**config.mk**
```make
export PLATFORM = sky130hd
export DESIGN_NAME = mem_port_arbiter
export DESIGN_NICKNAME = d
export VERILOG_FILES = /design/src/rtl/mem_port_arbiter_pkg.sv /design/src/rtl/mem_port_arbiter.sv
export SDC_FILE = /design/constraint.sdc
export NUM_CORES = 1
export LEC_CHECK = 0
export ABC_AREA = 1
export BUFFER_PORTS_ARGS = -buffer_cell sky130_fd_sc_hd__buf_2
export CAP_MARGIN = 40
export CORE_MARGIN = 2
export CORE_UTILIZATION = 42
export DETAILED_ROUTE_END_ITERATION = 10
export PLACE_DENSITY = 0.82
export SKIP_LAST_GASP = 1
export SYNTH_ARGS = -nofsm -noshare
export SYNTH_HDL_FRONTEND = slang
export SYNTH_SLANG_ARGS = --single-unit
```
**constraint.sdc**
```tcl
create_clock -name i_clk -period 1.3 [get_ports i_clk]
set_input_delay 0.26 -clock i_clk [delete_from_list [all_inputs] [get_ports i_clk]]
set_output_delay 0.26 -clock i_clk [all_outputs]
set_load 0.05 [all_outputs]
```
**src/rtl/mem_port_arbiter_pkg.sv**
```systemverilog
// mem_port_arbiter_pkg: shared encodings for the memory port arbiter
package mem_port_arbiter_pkg;
  typedef enum logic [1:0] {
    ARB_IDLE      = 2'd0,
    ARB_INST_BUSY = 2'd1,
    ARB_DATA_BUSY = 2'd2
  } arb_state_e;
  localparam logic ARB_SEL_INST = 1'b0;
  localparam logic ARB_SEL_DATA = 1'b1;
  localparam logic [2:0] FUNCT3_LW = 3'b010;
endpackage

```
**src/rtl/mem_port_arbiter.sv**
```systemverilog
// mem_port_arbiter: round-robin sharing of one memory port between fetch and data, with timeout
module mem_port_arbiter
  import mem_port_arbiter_pkg::*;
#(
  parameter int XLEN           = 32,
  parameter int TIMEOUT_CYCLES = 255,
  parameter int CNT_W          = 8
) (
  input  logic            i_clk,
  input  logic            i_rst,
  input  logic            i_inst_req,
  input  logic [XLEN-1:0] i_inst_addr,
  output logic            or_inst_ack,
  output logic [XLEN-1:0] or_inst_data,
  output logic            or_inst_err,
  input  logic            i_data_req,
  input  logic [XLEN-1:0] i_data_addr,
  input  logic [XLEN-1:0] i_data_wdata,
  input  logic [2:0]      i_data_funct3,
  input  logic            i_data_we,
  output logic            or_data_ack,
  output logic [XLEN-1:0] or_data_rdata,
  output logic            or_data_err,
  output logic            or_mem_req,
  output logic [XLEN-1:0] or_mem_addr,
  output logic [XLEN-1:0] or_mem_wdata,
  output logic [2:0]      or_mem_funct3,
  output logic            or_mem_we,
  input  logic            i_mem_ack,
  input  logic [XLEN-1:0] i_mem_rdata
);
  arb_state_e       state, state_next;
  logic [CNT_W-1:0] cnt;
  logic             last_grant;
  logic             eff_inst, eff_data, grant_inst, grant_data, timeout, done;
  logic [XLEN-1:0]  done_data;
  always_comb begin
    eff_inst   = i_inst_req & ~or_inst_ack;
    eff_data   = i_data_req & ~or_data_ack;
    // on contention the port that did not win last time gets the grant
    grant_inst = state == ARB_IDLE && eff_inst && (!eff_data || last_grant == ARB_SEL_DATA);
    grant_data = state == ARB_IDLE && eff_data && !grant_inst;
    timeout    = TIMEOUT_CYCLES != 0 && cnt == CNT_W'(TIMEOUT_CYCLES - 1);
    done       = state != ARB_IDLE && (i_mem_ack || timeout);
    done_data  = i_mem_ack ? i_mem_rdata : '0;
    state_next = state == ARB_IDLE ? (grant_inst ? ARB_INST_BUSY : grant_data ? ARB_DATA_BUSY : ARB_IDLE)
                                   : (done ? ARB_IDLE : state);
  end
  always_ff @(posedge i_clk) begin
    if (i_rst) begin
      state         <= ARB_IDLE;
      cnt           <= '0;
      last_grant    <= ARB_SEL_DATA;
      or_inst_ack   <= 1'b0;
      or_inst_data  <= '0;
      or_inst_err   <= 1'b0;
      or_data_ack   <= 1'b0;
      or_data_rdata <= '0;
      or_data_err   <= 1'b0;
      or_mem_req    <= 1'b0;
      or_mem_addr   <= '0;
      or_mem_wdata  <= '0;
      or_mem_funct3 <= '0;
      or_mem_we     <= 1'b0;
    end else begin
      state       <= state_next;
      or_inst_ack <= done && state == ARB_INST_BUSY;
      or_data_ack <= done && state == ARB_DATA_BUSY;
      cnt         <= state == ARB_IDLE || done ? '0 : cnt + 1'b1;
      if (done) or_mem_req <= 1'b0;
      if (done && state == ARB_INST_BUSY) begin
        or_inst_data <= done_data;
        or_inst_err  <= ~i_mem_ack;
      end
      if (done && state == ARB_DATA_BUSY) begin
        or_data_rdata <= done_data;
        or_data_err   <= ~i_mem_ack;
      end
      if (grant_inst) begin
        last_grant    <= ARB_SEL_INST;
        or_mem_req    <= 1'b1;
        or_mem_addr   <= i_inst_addr;
        or_mem_wdata  <= '0;
        or_mem_funct3 <= FUNCT3_LW;
        or_mem_we     <= 1'b0;
      end else if (grant_data) begin
        last_grant    <= ARB_SEL_DATA;
        or_mem_req    <= 1'b1;
        or_mem_addr   <= i_data_addr;
        or_mem_wdata  <= i_data_wdata;
        or_mem_funct3 <= i_data_funct3;
        or_mem_we     <= i_data_we;
      end
    end
  end
endmodule

```
; ---- Word-level counts from Yosys, hierarchy flattened
; Index checks and enable logic that the tools add are counted.
[totals]
ff_bits = 148
in_bits = 137
[op_classes]
muxes = 14
n_eq_ne = 3
n_bitwise = 5
n_reduce_logical = 19
add_sub_neg = 1
[ops]
columns = cell, count
row1 = $mux 32, 3
row2 = $mux 2, 6
row3 = $add 8x1->8 const B, 1
row4 = $eq 8x8->1 const B, 1
row5 = $logic_and 1x1->1, 7
row6 = $reduce_bool 2->1, 3
row7 = $mux 1, 5
row8 = $reduce_or 2->1, 2
row9 = $logic_or 1x1->1, 3
row10 = $not 1->1, 3
row11 = $reduce_bool 3->1, 1
row12 = $and 1x1->1, 2
row13 = $eq 2x1->1 const B, 1
row14 = $eq 2x2->1 const B, 1
row15 = $logic_not 1->1, 2
row16 = $logic_not 2->1, 1

; ---- Logic depth before layout (Yosys ltp)
[depth]
word_depth = 10
mapped_depth = 10
ltp_nobuf = 9

; ---- Worst setup path before layout
; OpenSTA, ideal clock, no wires.
[synth_timing]
path_kind = register -> register
from = reg or_inst_ack
to = reg or_mem_wdata[29]
synth_period_minus_slack_ns = 1.547
required_ns = 1.181
setup_time_ns = 0.119
path_buffers = 2
path_stages_with_launch = 10
slack_ns = -0.247
arrival_time_ns = 1.428
path_cell_list = dfxtp_1 > inv_1 > nand2_1 > nor2_4 > nand2_4 > nand2_1 > buf_6 > buf_6 > nor2_1 > nor3_2
[synth_via]
elab_chain_cells = 6
[synth_lines]
columns = item, line_no
row1 = "start, declared", mem_port_arbiter.sv:13  ; output logic or_inst_ack,
row2 = "start signal, assigned", mem_port_arbiter.sv:54  ; or_inst_ack <= 1'b0;
row3 = "start signal, assigned", mem_port_arbiter.sv:67  ; or_inst_ack <= done && state == ARB_INST_BUSY;
row4 = $not 1->1 *, mem_port_arbiter.sv:38  ; eff_inst = i_inst_req & ~or_inst_ack;
row5 = $and 1x1->1 *, mem_port_arbiter.sv:38
row6 = $logic_and 1x1->1 * (2 in a row), mem_port_arbiter.sv:41  ; grant_inst = state == ARB_IDLE && eff_inst && (!eff_data || last_grant == ARB_SEL_DATA);
row7 = $logic_not 1->1, mem_port_arbiter.sv:42  ; grant_data = state == ARB_IDLE && eff_data && !grant_inst;
row8 = $logic_and 1x1->1, mem_port_arbiter.sv:42
row9 = "end signal, assigned", mem_port_arbiter.sv:90  ; or_mem_wdata <= i_data_wdata;
row10 = "end, declared", mem_port_arbiter.sv:26  ; output logic [XLEN-1:0] or_mem_wdata,
; Mark *: on every way between the ends. The rest lies on a longest branch, timed or not.
; A chain may end at the register's enable or synchronous reset.

; ---- Worst setup path in the final report
[layout_timing]
from = reg cnt[4]
to = reg or_inst_data[27]
[layout_via]
elab_chain_cells = 4
[layout_lines]
columns = item, line_no
row1 = "start, declared", mem_port_arbiter.sv:33  ; logic [CNT_W-1:0] cnt;
row2 = "start signal, assigned", mem_port_arbiter.sv:69  ; cnt <= state == ARB_IDLE || done ? '0 : cnt + 1'b1;
row3 = $eq 8x8->1, mem_port_arbiter.sv:43  ; timeout = TIMEOUT_CYCLES != 0 && cnt == CNT_W'(TIMEOUT_CYCLES - 1);
row4 = $logic_or 1x1->1, mem_port_arbiter.sv:44  ; done = state != ARB_IDLE && (i_mem_ack || timeout);
row5 = $logic_and 1x1->1, mem_port_arbiter.sv:44
row6 = $logic_and 1x1->1, mem_port_arbiter.sv:71  ; if (done && state == ARB_INST_BUSY) begin
row7 = "end signal, assigned", mem_port_arbiter.sv:72  ; or_inst_data <= done_data;
row8 = "end, declared", mem_port_arbiter.sv:14  ; output logic [XLEN-1:0] or_inst_data,
; Every way passes these cells.

==> results.json <==
{
  "grt_first_pass_wirelength_um": 27800,
  "tightestPinTransition_ns": 0.363,
  "final-setup-viol-count": 106,
  "via_per_inst": 5.17,
  "final_wtd_congestion": 0.829,
  "grt_total_usage_pct": 23.4,
  "numCtsBuffers": 17,
  "violated_checks": "setup timing",
  "tritoncts": "yes",
  "io_buffer_count": 273,
  "cell_family_with_most_cp_delay": "simple AND/OR/NAND/NOR gates",
  "gr-total-overflow": 0,
  "detail_route.iter0.violations": 383,
  "path_cells": "nand2_1 > nor2_2 > nand2_1 > nand2_4 > nand2_8 > buf_12 > nand2_1 > a21oi_2",
  "hold_violations": 0,
  "grt_start_max_net_pins": 79,
  "yosysUniqueCellTypes": 25,
  "crit_path_end_kind": "flop",
  "worstPathMaxFanout": 9,
  "synth_compound_area_share_pct": 10.7,
  "timing.hold.worst.class": "in -> reg",
  "cp_slowest_stage_delay_ns": 0.36,
  "route.detailed.wl_per_inst_um": 16.0,
  "crit_slowest_cell": "sky130_fd_sc_hd__dfxtp_1",
  "startpoint_type": "flop",
  "reg2reg_from": "cnt[4]$_SDFF_PP0_",
  "clk_transition_reported_paths_ns": 0.06,
  "fin_hold_ws_ns": 0.0822,
  "finalWorstSetupSlack_ns": -0.114,
  "drtPass1Iterations": 5,
  "timing.slew.headroom_pct": 75.8,
  "hold_end": "or_mem_wdata[8]$_SDFFE_PP0P_",
  "gr-max-usage-layer": "met2",
  "critical_path_required_ns": 1.58,
  "timing.final.max_slew_violations": 0,
  "number_of_cells_on_the_worst_hold_path": 3,
  "unrepaired_setup_endpoints_after_global_routing": "yes",
  "dp.final_hpwl_um": 12500,
  "clock_tree.htree_level_count": 4,
  "maximum_operating_frequency_mhz": 707,
  "detailed_route_wl_um": 20700,
  "final_design_area_no_fill_sq_um": 9390,
  "boundary_pins": 274,
  "die-width_um": 123,
  "final_layout_size_suffix_gt1_share_pct": 41.9,
  "synthMuxAreaShare_pct": 0,
  "timing_worst_setup_path_type": "reg -> reg",
  "post-route-drc-count": 0,
  "detail-route-antenna-nets": 0,
  "net_count_after_synthesis": 945,
  "vias": 6670,
  "synth-seq-cells": 148,
  "fp.dieH_um": 123,
  "cts_root_buffer": "sky130_fd_sc_hd__clkbuf_16",
  "postSynthCellCount": 806,
  "maxCapViolations": 0,
  "worstReg2RegEnd": "or_inst_data[27]$_SDFFE_PP0P_",
  "post_synth_xor_area_fraction_pct": 0.740,
  "design.die.area_sq_um": 15100,
  "ys_warn_count": 0,
  "globalRouteMet3Util_pct": 6.46,
  "skew_ns": 0.00956,
  "mostFrequentLayoutCell": "sky130_fd_sc_hd__nand2_1",
  "synth.cell_area_sq_um": 5920,
  "max-clock-path-buffers": 2,
  "timing.reg2reg.setup_slack_ns": -0.11,
  "count_of_standard_cell_rows": 43,
  "finalCoreUtilization_pct": 67.9,
  "synth_area_per_cell_sq_um": 7.34,
  "initial_utilization_pct": 42.8,
  "clock_insertion_delay_worst_skew_ns": 0.42,
  "power_density_nw_per_um2": 1490,
  "layout_common_cells": "sky130_fd_sc_hd__nand2_1 (177), sky130_fd_sc_hd__buf_2 (155), sky130_fd_sc_hd__dfxtp_1 (140)",
  "synthSimpleGateAreaFrac_pct": 29.2,
  "routing_usage_on_met2_pct": 37.5,
  "yosys.area_share.adder_pct": 0.423,
  "timing.hold.worst.start": "i_data_wdata[8]",
  "number_of_sinks_driven_by_the_clock_tree": 148,
  "layout-area-overhead-vs-synth_pct": 58.8,
  "p_leak_nw": 4.32,
  "timing.final.crit_share_pct": 109,
  "synth-seq-area-share_pct": 50.1,
  "run_status": "complete, but fails checks",
  "number_of_antenna_violations_at_the_first_check_in_global_routing": 1,
  "fin_crit_ns": 1.41,
  "ff2ff_path_depth": 8,
  "arrival_ns": 1.70,
  "path_common_cell": "sky130_fd_sc_hd__nand2_1",
  "postCtsSetupBuffers": 0,
  "coreArea_sq_um": 13800,
  "power.ir.vdd_worst_uv": 924,
  "power_w": 0.0140,
  "layout.filler_cells": 1087,
  "post_dp_area_sq_um": 7640,
  "final_net_count": 1236,
  "grt_use_met1_pct": 29.0,
  "synth_top_family_by_area": "simple AND/OR/NAND/NOR gates",
  "fin_tns_setup_ns": -5.30,
  "cts_hold_repair.buffers": 0,
  "worst-path-buf-inv": 1,
  "via_count_of_the_first_global_routing_pass": 5712
}
-- worst min-delay path, stage by stage --
cell and delay, ns:
sky130_fd_sc_hd__buf_2 0.07, sky130_fd_sc_hd__nor2_1 0.04, sky130_fd_sc_hd__nor3_2 0.08
-- area by class of cell --
cell class | instances | area, sq um | area share [%]
flip-flops and latches | 148 | 2980 | 31.7
multi-input cells | 539 | 2900 | 30.9
repair buffers | 326 | 2430 | 25.9
clock buffers | 20 | 467 | 4.97
inverters | 65 | 259 | 2.76
well taps | 180 | 225 | 2.40
clock inverters | 12 | 128 | 1.36
diodes | 1 | 2.50 | 0.0266
-- state kept, by name, summed over array words and instances (netlist names) --
register       cells
or_data_rdata     32
or_inst_data      32
or_mem_addr       32
or_mem_wdata      32
cnt                8
or_mem_funct3      3
state              2
last_grant         1
or_data_ack        1
or_data_err        1
or_inst_ack        1
or_inst_err        1
or_mem_req         1
or_mem_we          1
-- power breakdown --
| part | total [W] | switching, W | internal [W] |
|---|---|---|---|
| sequential | 0.00509 | 0.000210 | 0.00488 |
| clock | 0.00490 | 0.00192 | 0.00298 |
| combinational | 0.00400 | 0.00264 | 0.00137 |
| total | 0.0140 | 0.00477 | 0.00922 |
-- routing by layer --
metal,vias up,part of all wire [%]
li1,3181,-
met1,3119,40
met2,309,49
met3,61,7.4
met4,0,3.6
met5,-,0
-- repair_timing --
action	4_1_cts	5_1_grt
pin swaps	1	21
gates resized for setup	72	222
endpoints found under the setup margin	128	229
cloned	2	10
-- kinds of logic (layout without fill, tap and decap cells) --
| family | Yosys count | in the layout |
|---|---|---|
| AOI/OAI and AO/OA | 126 | 126 |
| DFF | 148 | 148 |
| xor gates and xnor gates | 5 | 5 |
| other | 0 | 1 |
| adders and majority gates | 2 | 2 |
| and+or+nand+nor | 406 | 406 |
| buffers and inverters | 119 | 423 |
-- per-stage QoR --
stage	instances	setup WS (ns)
floorplan	806	-0.0298
global placement	1246	-0.0440
detailed placement	1246	-0.0768
CTS	1280	-0.0636
global route	1290	-0.191
finish	1291	-0.114
-- how the worst max path moves through the flow --
stage,end,from,slack (ns),depth (start not counted)
after global routing,or_inst_data[27]$_SDFFE_PP0P_,cnt[4]$_SDFF_PP0_,-0.19,8
final,or_inst_data[27]$_SDFFE_PP0P_,cnt[4]$_SDFF_PP0_,-0.11,8
after global placement,cnt[7]$_SDFF_PP0_,cnt[0]$_SDFF_PP0_,-0.04,9
after detailed placement,or_inst_data[27]$_SDFFE_PP0P_,cnt[0]$_SDFF_PP0_,-0.08,10
after floorplan,or_data_rdata[11]$_SDFFE_PP0P_,cnt[0]$_SDFF_PP0_,-0.03,10
after CTS,or_inst_data[4],or_inst_data[4]$_SDFFE_PP0P_,-0.06,1
-- synth_stat cells --
library cell	count	share of area, %
sky130_fd_sc_hd__a21oi_1	116	9.8
sky130_fd_sc_hd__buf_1	3	0.19
sky130_fd_sc_hd__buf_2	24	2.0
sky130_fd_sc_hd__buf_4	7	0.89
sky130_fd_sc_hd__buf_6	3	0.57
sky130_fd_sc_hd__clkbuf_1	17	1.1
sky130_fd_sc_hd__dfxtp_1	148	50
sky130_fd_sc_hd__ha_1	2	0.42
sky130_fd_sc_hd__inv_1	60	3.8
sky130_fd_sc_hd__inv_2	5	0.32
sky130_fd_sc_hd__nand2_1	212	13
sky130_fd_sc_hd__nand2_2	5	0.53
sky130_fd_sc_hd__nand2_4	1	0.19
sky130_fd_sc_hd__nand3_1	110	9.3
sky130_fd_sc_hd__nand4_1	1	0.11
sky130_fd_sc_hd__nor2_1	55	3.5
sky130_fd_sc_hd__nor2_2	2	0.21
sky130_fd_sc_hd__nor2_4	1	0.19
sky130_fd_sc_hd__nor3_1	18	1.5
sky130_fd_sc_hd__nor3_2	1	0.17
sky130_fd_sc_hd__o211ai_1	1	0.13
sky130_fd_sc_hd__o21ai_0	8	0.68
sky130_fd_sc_hd__o21ai_1	1	0.085
sky130_fd_sc_hd__xnor2_1	2	0.30
sky130_fd_sc_hd__xor2_1	3	0.44
No activity file was read; power rests on OpenSTA's default activity.
